### src/rtl/parser_pkg.sv
// rtl/parser_pkg.sv - shared framing constants, TX MAC state type and message byte helpers
package parser_pkg;

  localparam logic [7:0] CHAR_OPEN  = 8'h7B;
  localparam logic [7:0] CHAR_CLOSE = 8'h7D;
  localparam logic [7:0] CHAR_COMMA = 8'h2C;

  localparam logic [4:0] MSG_LEN_SHORT = 5'd6;
  localparam logic [4:0] MSG_LEN_MED   = 5'd11;
  localparam logic [4:0] MSG_LEN_LONG  = 5'd16;

  typedef enum logic [1:0] {
    S_IDLE,
    S_SEND,
    S_GAP,
    S_DONE
  } tx_state_t;

  function automatic logic [7:0] msg_byte(input logic [127:0] msg, input logic [3:0] idx);
    return msg[{idx, 3'b000} +: 8];
  endfunction

  // Terminator only counts at the fixed short/medium positions; elsewhere it is payload.
  function automatic logic [4:0] msg_len_of(input logic [127:0] msg);
    if (msg_byte(msg, 4'd5) == CHAR_CLOSE)
      return MSG_LEN_SHORT;
    else if (msg_byte(msg, 4'd10) == CHAR_CLOSE)
      return MSG_LEN_MED;
    else
      return MSG_LEN_LONG;
  endfunction

endpackage

### src/rtl/uart_tx_mac.sv
// rtl/uart_tx_mac.sv - validates a 16-byte response message and serializes it bytewise to the UART TX PHY
module uart_tx_mac
  import parser_pkg::*;
#(
  parameter int GAP_CYCLES = 0,
  parameter int GAP_W      = 8
) (
  input  logic         clk,
  input  logic         rst_n,
  input  logic [127:0] msg_data,
  input  logic         msg_valid,
  output logic         msg_ready,
  output logic [7:0]   tx_data,
  output logic         tx_valid,
  input  logic         tx_ready,
  output logic         msg_done,
  output logic         frame_error,
  output logic         busy
);

  localparam logic [GAP_W-1:0] GAP_LOAD = (GAP_CYCLES > 0) ? GAP_W'(GAP_CYCLES - 1) : '0;

  tx_state_t        state;
  logic [127:0]     buffer;
  logic [3:0]       byte_idx;
  logic [4:0]       msg_len;
  logic [GAP_W-1:0] gap_cnt;

  logic [4:0] in_len;
  logic       in_ok;
  logic       last_byte;
  logic [3:0] nxt_idx;

  always_comb begin
    in_len    = msg_len_of(msg_data);
    in_ok     = (msg_byte(msg_data, 4'd0) == CHAR_OPEN) &&
                ((in_len != MSG_LEN_LONG) || (msg_byte(msg_data, 4'd15) == CHAR_CLOSE));
    last_byte = ({1'b0, byte_idx} == (msg_len - 5'd1));
    nxt_idx   = byte_idx + 4'd1;
  end

  assign msg_ready = rst_n && (state == S_IDLE);
  assign busy      = (state != S_IDLE);

  always_ff @(posedge clk or negedge rst_n) begin
    if (!rst_n) begin
      state       <= S_IDLE;
      buffer      <= '0;
      byte_idx    <= '0;
      msg_len     <= '0;
      gap_cnt     <= '0;
      tx_data     <= 8'h00;
      tx_valid    <= 1'b0;
      msg_done    <= 1'b0;
      frame_error <= 1'b0;
    end else begin
      msg_done    <= 1'b0;
      frame_error <= 1'b0;
      case (state)
        S_IDLE: begin
          if (msg_valid) begin
            if (in_ok) begin
              buffer   <= msg_data;
              msg_len  <= in_len;
              byte_idx <= '0;
              tx_data  <= msg_data[7:0];
              tx_valid <= 1'b1;
              state    <= S_SEND;
            end else begin
              frame_error <= 1'b1;
            end
          end
        end
        S_SEND: begin
          if (tx_ready) begin
            if (last_byte) begin
              tx_valid <= 1'b0;
              msg_done <= 1'b1;
              state    <= S_DONE;
            end else begin
              byte_idx <= nxt_idx;
              if (GAP_CYCLES == 0) begin
                tx_data <= msg_byte(buffer, nxt_idx);
              end else begin
                tx_valid <= 1'b0;
                gap_cnt  <= GAP_LOAD;
                state    <= S_GAP;
              end
            end
          end
        end
        S_GAP: begin
          if (gap_cnt == '0) begin
            tx_valid <= 1'b1;
            tx_data  <= msg_byte(buffer, byte_idx);
            state    <= S_SEND;
          end else begin
            gap_cnt <= gap_cnt - GAP_W'(1);
          end
        end
        S_DONE: begin
          byte_idx <= '0;
          state    <= S_IDLE;
        end
        default: state <= S_IDLE;
      endcase
    end
  end

endmodule

### config.mk
export PLATFORM = sky130hd
export DESIGN_NAME = uart_tx_mac
export DESIGN_NICKNAME = d
export VERILOG_FILES = /design/src/rtl/parser_pkg.sv /design/src/rtl/uart_tx_mac.sv
export SDC_FILE = /design/constraint.sdc
export NUM_CORES = 1
export LEC_CHECK = 0
export BUFFER_PORTS_ARGS = -buffer_cell sky130_fd_sc_hd__buf_2
export CORE_ASPECT_RATIO = 0.7
export CORE_MARGIN = 2
export CORE_UTILIZATION = 55
export DETAILED_ROUTE_END_ITERATION = 8
export PLACE_DENSITY = 0.86
export SLEW_MARGIN = 20
export SYNTH_ARGS = -nofsm -noshare
export SYNTH_HDL_FRONTEND = slang
export SYNTH_SLANG_ARGS = --single-unit
export TNS_END_PERCENT = 100
### constraint.sdc
create_clock -name clk -period 6.05 [get_ports clk]
set_input_delay 0.3025 -clock clk [delete_from_list [all_inputs] [get_ports clk]]
set_output_delay 0.3025 -clock clk [all_outputs]
set_load 0.02 [all_outputs]
# Word-level counts from Yosys, hierarchy flattened

Index checks and enable logic that the tools add are counted.

Bits in registers: 158
Input bits: 132
Output and inout port bits: 13

$add $sub $neg: 3
Equality and inequality tests: 15
Shift operators: 2
Mux-type cells: 31
Bitwise operators: 1
Reduce and logical (&&, ||, !) cells: 14

Operators by type and width:

| kind                  | count |
|---|---|
| $shiftx A128 B8 Y8    | 2 |
| $mux W8               | 5 |
| $eq A8 B7 Y1 const B  | 4 |
| $pmux W8 S3           | 1 |
| $mux W4               | 4 |
| $ne A2 B2 Y1 const B  | 6 |
| $pmux W4 S3           | 1 |
| $reduce_and A6 Y1     | 2 |
| $mux W1               | 11 |
| $mux W2               | 5 |
| $mux W5               | 2 |
| $reduce_and A5 Y1     | 2 |
| $logic_not A8 Y1      | 1 |
| $pmux W2 S4           | 1 |
| $sub A8 B1 Y8 const B | 1 |
| $reduce_bool A3 Y1    | 2 |
| $eq A4 B5 Y1          | 1 |
| $ne A5 B5 Y1 const B  | 1 |
| $sub A5 B1 Y5 const B | 1 |
| $add A4 B1 Y4 const B | 1 |
| $eq A2 B2 Y1 const B  | 2 |
| $pmux W1 S3           | 1 |
| $reduce_and A3 Y1     | 1 |
| $eq A2 B1 Y1 const B  | 1 |
| 6 further kinds       | 7 |

# Depth between registers and ports, before layout

Gate-level depths: netlist of run 1.

Depth in word-level cells: 9
Depth in mapped cells: 10
Gate-level depth less buffers: 8

# Worst setup path after synthesis of run 1

No wires, ideal clock.

Path kind: reg2reg
From: register byte_idx[1]
To: register tx_data[6]
Setup time: 123 ps
Data arrival time: 2213 ps
Required time: 5927 ps
Setup slack: 3714 ps
Stages on the path, launching flop included: 11
Buffers on the path: 3
Clock period less this slack: 2336 ps
Cell sequence: dfrtp_1 -> ha_1 -> clkbuf_1 -> or2_2 -> clkbuf_1 -> clkbuf_1 -> o22ai_1 -> nor3_1 -> a221oi_1 -> a31oi_1 -> a21oi_2

Longest elaborated chain between the ends: 5

RTL lines:

| element                | RTL line          | source |
|---|---|---|
| start, declared        | uart_tx_mac.sv:25 | `logic [3:0] byte_idx;` |
| start signal, assigned | uart_tx_mac.sv:81 | `byte_idx <= nxt_idx;` |
| $add A4 B1 Y4          | uart_tx_mac.sv:39 | `nxt_idx = byte_idx + 4'd1;` |
| $shiftx A128 B8 Y8     | parser_pkg.sv:20  | `return msg[{idx, 3'b000} +: 8];` |
| $mux W8                | uart_tx_mac.sv:76 | `if (last_byte) begin` |
| $mux W8                | uart_tx_mac.sv:75 | `if (tx_ready) begin` |
| $pmux W8 S3            | uart_tx_mac.sv:59 | `case (state)` |
| end signal, assigned   | uart_tx_mac.sv:66 | `tx_data <= msg_data[7:0];` |
| end signal, assigned   | uart_tx_mac.sv:83 | `tx_data <= msg_byte(buffer, nxt_idx);` |
| end signal, assigned   | uart_tx_mac.sv:95 | `tx_data <= msg_byte(buffer, byte_idx);` |
| end, declared          | uart_tx_mac.sv:13 | `output logic [7:0] tx_data,` |

Parallel ways exist; a longest one is shown, timed or not. The select of a mux whose other input is x is not followed.
A chain may end at the register's enable or synchronous reset.

# Worst setup path in the final report of run 1

From: register byte_idx[0]
To: register tx_data[0]

The elaborated chain is that of the path after synthesis.

==> results of run 1 <==
[layer usage]
metal  global-route usage, %  up-vias  wire length [um]
met5                       0        -                 0
met4                    5.95        0               272
met3                    5.13       32              1330
met2                    41.6      230              9680
met1                    33.9     3063              8780
li1                        -     2746                 -
[final timing paths]
| check | to | cells after the start | startpoint |
|---|---|---|---|
| worst min register to register | gap_cnt[0] | 1 | gap_cnt[0] |
| max in group asynchronous | buffer[117] | 3 | rst_n |
| worst max register to register | tx_data[0] | 7 | byte_idx[0] |
| min in group asynchronous | buffer[104] | 2 | rst_n |
| worst min-delay path | buffer[53] | 2 | msg_data[53] |
| worst max-delay path | tx_data[0] | 7 | byte_idx[0] |
[worst max-delay path: stages (launching register included)]
cell and delay, ns:
dfrtp_4 1.00, ha_1 0.81, nand2b_1 0.62, o22ai_1 0.29, nor2_1 0.08, a222oi_1 0.41
o311ai_0 0.26, a31oi_1 0.21
[layout by cell type (no fill, tap or decap), types with 5 or more instances in the layout]
cell type  count
o21ai_0        5
xnor2_1        7
o22ai_1       38
dfrtp_1      156
o311ai_0       7
mux2i_1       90
mux2_2       106
ha_1           9
mux2_1        15
nor2_1        22
a222oi_1       7
nand2_1       21
nand2b_1      19
buf_2        143
clkbuf_16     17
a31oi_1        8
buf_4          6
mux4_2        28
inv_1         11
[sequential cells by signal, summed over array words and instances (netlist names)]
register and count:
tx_data 8, byte_idx 4, state 2, tx_valid 1, msg_len 4, msg_done 1, gap_cnt 8, buffer 128
frame_error 1
[synth_stat cells (all sizes together), types with 3 or more instances]
cell type / instances / share of area (%)
and4: 3 / 0.31
inv: 11 / 0.48
and2: 5 / 0.38
o31ai: 3 / 0.26
nand2: 21 / 0.92
ha: 9 / 1.3
nor2b: 3 / 0.22
o21ai: 5 / 0.29
nand3b: 3 / 0.26
mux2: 121 / 16
a222oi: 7 / 0.82
o22ai: 38 / 2.8
clkbuf: 13 / 0.57
mux2i: 90 / 11
nand3: 4 / 0.29
nor2: 23 / 1.0
xnor2: 7 / 0.72
dfrtp: 157 / 46
buf: 31 / 1.9
a31oi: 10 / 0.88
mux4: 28 / 7.4
nor3: 4 / 0.29
xor2: 4 / 0.41
nand2b: 20 / 1.5
o311ai: 8 / 0.91
[stage by stage]
step | instance area [um^2] | utilization [%] | hold slack, ns | setup slack [ns] | power (mW)
after global placement | 9370 | 61.0 | 0.340 | 2.55 | 2.09
after detailed placement | 9370 | 61.0 | 0.343 | 2.38 | 2.11
after global routing | 9950 | 64.8 | 0.0932 | 2.13 | 3.28
final | 9950 | 64.8 | 0.0854 | 2.29 | 3.15
after CTS | 9950 | 64.8 | 0.0827 | 2.36 | 3.16
after floorplan | 8540 | - | 0.00691 | 3.71 | 1.88
[logic make-up after synthesis]
kind of cell / Yosys count / share of synthesized area (%)
AOI/OAI and AO/OA: 86 / 7.76
xor gates and xnor gates: 12 / 1.39
adders and majority gates: 9 / 1.32
buffers and inverters: 55 / 2.94
DFF: 157 / 46.0
muxes: 239 / 33.9
and+or+nand+nor: 100 / 6.71
[power by group]
group          leakage, nW  switching (mW)  internal (mW)
Combinational         2.33           0.517          0.375
Clock                0.271           0.445          0.611
Sequential            2.16           0.105           1.10
[final cells by class]
| class | instances | area [um^2] |
|---|---|---|
| sequential | 157 | 3930 |
| fill | 1151 | 5410 |
| multi-input combinational | 446 | 4370 |
| tap | 200 | 250 |
| timing repair buffer | 151 | 782 |
| clock inverter | 12 | 136 |
| clock buffer | 20 | 437 |
| inverter | 11 | 41.3 |
==> impl_results.md, run 1 <==
- Clock Pin Slew Worst Setup and Hold Paths: 0.06 ns
- GRT Util Overall: 24.9%
- Endpoints failing setup: 0
- Layout cells sized above 1: 41.7%
- Critical Path AT: 4.11 ns
- Post-CTS Setup Bufs: 0
- Row cnt: 38
- TritonRoute pass-1 iters: 8
- # DRC: 0
- Slew margin rel.: 37.1%
- Synthesized area: 8540 um^2
- Max Transition Viols Final: 0
- Crit. End Element: flop
- Ys flop type: dfrtp_1
- Iter 0 DRT Violations: roughly 550
- Number of gates resized after cts: 0
- Max IR drop VDD: 0.000183 V
- ANT cells: 0
- Vias in the first global route: 6086
- Pwr dens: 317 nW/um^2
- Max Root-Sink Buffers: 2
- Fmax: 266 MHz
- Actual slew at the worst max-slew pin: 0.943 ns
- Crit path required time: roughly 6.4 ns
- MaxCap Viol Count: 0
- Syn Nets: 799
- Clock sinks: about 160
- R2R Setup Slk: 2.29 ns
- Die area: 16600 um^2
- Fin. Hold Viols: 0
- Worst hold path class: primary input to flop
- Crit Path Max Fanout: 57
- Vias/cell: 6.09
- H-tree depth: 4
- Worst skew pair latency: between 0.4 and 0.5 ns
- Total CTS buffers: 17
- Post-synthesis sequential area ratio: 46.0%
- P_leak: 4.76 nW
- Root Buffer: clkbuf_16
- Final setup TNS: 0 ns
- Fin nets: a little over 900
- Initial antenna violation count: 0
- GP Congestion: a little under 0.9
- Vias: slightly above 6000
- Final worst-path cycle share: 62.2%
- Grt ovf: 0
- Post-Layout Cell Count: 997
- Post-detail-place hpwl: 14300 um
- Die Width: 153 um
- CTS tree: done
- Antenna Nets Post-Route: 0
- Status: finished clean
- FF+latch count, synth: 157
- Critical Path Source Type: flop
- RSZ-0062 raised after global routing: false
- Initial core utilization: 55.6%
- DRT Wirelength: 20100 um
- First-pass GRT wire length: 32100 um
- EDFF count, synth: 0
- Input/output buffers: 144
- Post-Synthesis Cells: 658
- Syn avg cell area: between 10 and 15 um^2
- Period minus WS final: 3.76 ns
- Fin Clk Skew: 0.00930 ns
- Core Area: 15400 um^2
- WS Path Type: flop to flop
- Pin count of the biggest net entering global routing: between 70 and 80
- Ys Warns: 0
- Placed Cells: 964
- Area Growth Syn to Fin: 16.5%
- CTS Hold Bufs: 1
- Ys async rst share: 100%
- Distinct cells, synth: 61
- WL/cell: 20.1 um
- Die height: 108 um
- Number of I/O pins: 145
(Power assumes the default switching activity.)
==> run 2: changes to the inputs <==
--- a/config.mk
+++ b/config.mk
@@ -8,9 +8,9 @@
 export BUFFER_PORTS_ARGS = -buffer_cell sky130_fd_sc_hd__buf_2
 export CORE_ASPECT_RATIO = 0.7
 export CORE_MARGIN = 2
-export CORE_UTILIZATION = 55
+export CORE_UTILIZATION = 51
 export DETAILED_ROUTE_END_ITERATION = 8
-export PLACE_DENSITY = 0.86
+export PLACE_DENSITY = 0.84
 export SLEW_MARGIN = 20
 export SYNTH_ARGS = -nofsm -noshare
 export SYNTH_HDL_FRONTEND = slang
==> constraint.sdc (replaced) <==
create_clock -name clk -period 3 [get_ports clk]
set_input_delay 0.15 -clock clk [delete_from_list [all_inputs] [get_ports clk]]
set_output_delay 0.15 -clock clk [all_outputs]
set_load 0.02 [all_outputs]
==> run 2 against run 1 <==
  * Die area up 7.6%
  * Sequential power is 91% higher
  * Clock skew is 0.0050 ns higher
  * Sequential share of layout area is 4.7 points lower
  * Combinational power up 140%
  * Register-to-register slack worse by 1.9 ns
  * Fmax increased by 45%
  * Global-route usage is 3.0 points higher
  * Via count grew 8.7%
  * Power grew 110%
  * Clock power grew 94%
==> impl_results.md, run 2 (synthesis gave the netlist of run 1 again) <==
- Status: finished clean
- Pint: 4.23 mW (+100%)
- DRT Wirelength: 23500 um (+17%)
- Slowest-stage cell, CP: or2_2
- DP Worst Slack: 0.467 ns (-1.92 ns)
- Pwr dens: 574 nW/um^2 (+81%)
- Final setup TNS: 0 ns (unchanged)
- Initial core utilization: 52.3% (-3.4 points)
- Actual slew at the worst max-slew pin: 0.791 ns (-0.152 ns)
- Fin. Hold Viols: 0 (unchanged)
- Critical Path Source Type: flop
- Grt met3 use: 8.34% (+3.2 points)
- Area of the multi-input gates: 4370 um^2 (unchanged)
- Post-detail-place hpwl: 14900 um (+3.8%)
- Total CTS buffers: 17 (unchanged)
- CTS tree: done
- Root Buffer: clkbuf_16
- Post-CTS Setup Bufs: 0 (unchanged)
- Clock sinks: 157 (unchanged)
- Most flops, register: buffer
- ANT cells: 0 (unchanged)
- Max Root-Sink Buffers: 2 (unchanged)
- Worst skew pair latency: 0.44 ns (about the same)
- RSZ-0062 raised after global routing: false
- CP Cell Sequence: inv_1 -> ha_1 -> buf_4 -> or2_2 -> o22ai_1 -> nor2_1 -> a222oi_1 -> o311ai_0 -> a31oi_1
- Cell Area, Placed: 9490 um^2 (+1.4%)
- Crit path required time: 3.35 ns (-3.05 ns)
- M1 GR Usage: 36.4% (+2.6 points)
- Placed Cells: 997 (+3.4%)
- Worst Hold Depth: 2 (unchanged)
- H-tree depth: 4 (unchanged)
- Vias: 6599 (+8.7%)
- Clock power frac: 31.8% (-1.7 points)
- Initial antenna violation count: 0 (unchanged)
- Worst setup margin: 0.406 ns (-1.88 ns)
- Worst hold path class: primary input to flop
- Fin Clk Skew: 0.0143 ns (+0.00504 ns)
- Fill count: 1068 (-7.2%)
- Vias in the first global route: 7089 (+16%)
- Final worst-path cycle share: 86.5% (+24 points)
- NetSw: 2.25 mW (+110%)
- Die height: 112 um (+3.7%)
- P_leak: 5.33 nW (+12%)
- Slew margin rel.: 47.2% (+10 points)
- Die area: 17800 um^2 (+7.6%)
- First-pass GRT wire length: 37400 um (+16%)
- Max stage delay on crit path: 0.44 ns (-0.56 ns)
- GR peak layer: met2
- Number of gates resized after cts: 0 (unchanged)
- Final instance area: 11300 um^2 (+14%)
- Post-layout util: 69.1% (+4.3 points)
- GRT Util Overall: 27.9% (+3.0 points)
- Post-Layout Cell Count: 1154 (+16%)
- Iter 0 DRT Violations: 521 (-5.8%)
- Antenna Nets Post-Route: 0 (unchanged)
- FF-to-FF path depth: 9 (+2)
- Comb pwr share: 32.4% (+4.1 points)
- Endpoints failing setup: 0 (unchanged)
- Period minus WS final: 2.59 ns (-1.17 ns)
- Switch share: 34.7% (+0.88 points)
- Most common cell after layout, fill and taps aside: dfrtp_1
- Number of I/O pins: 145 (unchanged)
- Crit Path Max Fanout: 18 (-68%)
- CTS Hold Bufs: 125 (+124)
- Critical Path AT: 2.95 ns (-1.16 ns)
- Core Area: 16300 um^2 (+6.4%)
- Reg power frac: 35.7% (-2.5 points)
- Max Transition Viols Final: 0 (unchanged)
- Input/output buffers: 144 (unchanged)
- # DRC: 0 (unchanged)
- Row cnt: 39 (+2.6%)
- Clock Pin Slew Worst Setup and Hold Paths: 0.07 ns (about the same)
- Crit. End Element: flop
- Met2 Usage GRT: 45.8% (+4.2 points)
- Die Width: 159 um (+3.7%)
- Top flop regs: buffer x128, gap_cnt x8, tx_data x8
- GP Congestion: 0.847 (-3.0%)
- MaxCap Viol Count: 0 (unchanged)
- Area Growth Syn to Fin: 32.3%
- WL/cell: 20.4 um (+1.2%)
- Crit path buffers/inverters: 2 (+2)
- Crit path max-delay family: compound AO/OA/AOI/OAI gates
- Fin nets: 1057 (+14%)
- TritonRoute pass-1 iters: 5 (-3)
- Fmax: 385 MHz (+45%)
- Layout cells sized above 1: 36.9% (-4.7 points)
- Vias/cell: 5.72 (-6.1%)
- Grt ovf: 0 (unchanged)
- Max IR drop VDD: 0.000431 V (+140%)
- Critical path depth in cells: 9 (+2)
- Most frequent cells in the layout: 156 x dfrtp_1, 143 x buf_2, 125 x dlygate4sd3_1
- Pin count of the biggest net entering global routing: 136 (+89%)
- Final Power: 6.48 mW (+110%)
- Max reg flops: 128 (unchanged)
- Register area: 3930 um^2 (unchanged)
- Min Hold Slack: 0.0243 ns (-0.0611 ns)
- WS Path Type: flop to flop
## run 2: final cells by class
| cell class | instances | share of cell area (%) |
|---|---|---|
| inverter | 11 | 0.365 |
| clock buffer | 17 | 3.76 |
| multi-input combinational | 446 | 38.7 |
| sequential | 157 | 34.8 |
| clock inverter | 15 | 1.14 |
| tap | 225 | 2.49 |
| timing repair buffer | 283 | 18.8 |
## run 2: worst paths after layout
path | start | end | slack [ns]
hold reg to reg | gap_cnt[5] | gap_cnt[5] | 0.48
setup / recovery | state[0] | tx_data[3] | 0.41
max in group asynchronous | rst_n | buffer[125] | 1.85
setup reg to reg | state[0] | tx_data[3] | 0.41
min in group asynchronous | rst_n | buffer[49] | 0.20
hold / removal | msg_data[121] | buffer[121] | 0.02
## run 2: worst register-to-register path: cells and delay by family, from the launching register on
| family | cells | cell delay [ns] |
|---|---|---|
| AND/OR/NAND/NOR | 2 | 0.51 |
| flip-flops | 1 | 0.40 |
| buffers and inverters | 2 | 0.32 |
| AO/OA/AOI/OAI | 4 | 1.00 |
| adder cells (fa/ha/maj) | 1 | 0.30 |
## run 2: power by group through the flow
stage / combinational, mW / sequential [mW] / clock [mW]
CTS: 2.09 / 2.31 / 2.08
global route: 2.27 / 2.33 / 2.19
global placement: 1.93 / 2.35 / 0
finish: 2.10 / 2.31 / 2.06
floorplan: 1.40 / 2.40 / 0
detailed placement: 1.96 / 2.35 / 0
## run 2: per-layer routing
metal	share of wire [%]	routed length, um
met1	43	9990
met3	6.3	1470
met5	0	0
met2	50	11600
met4	1.6	386
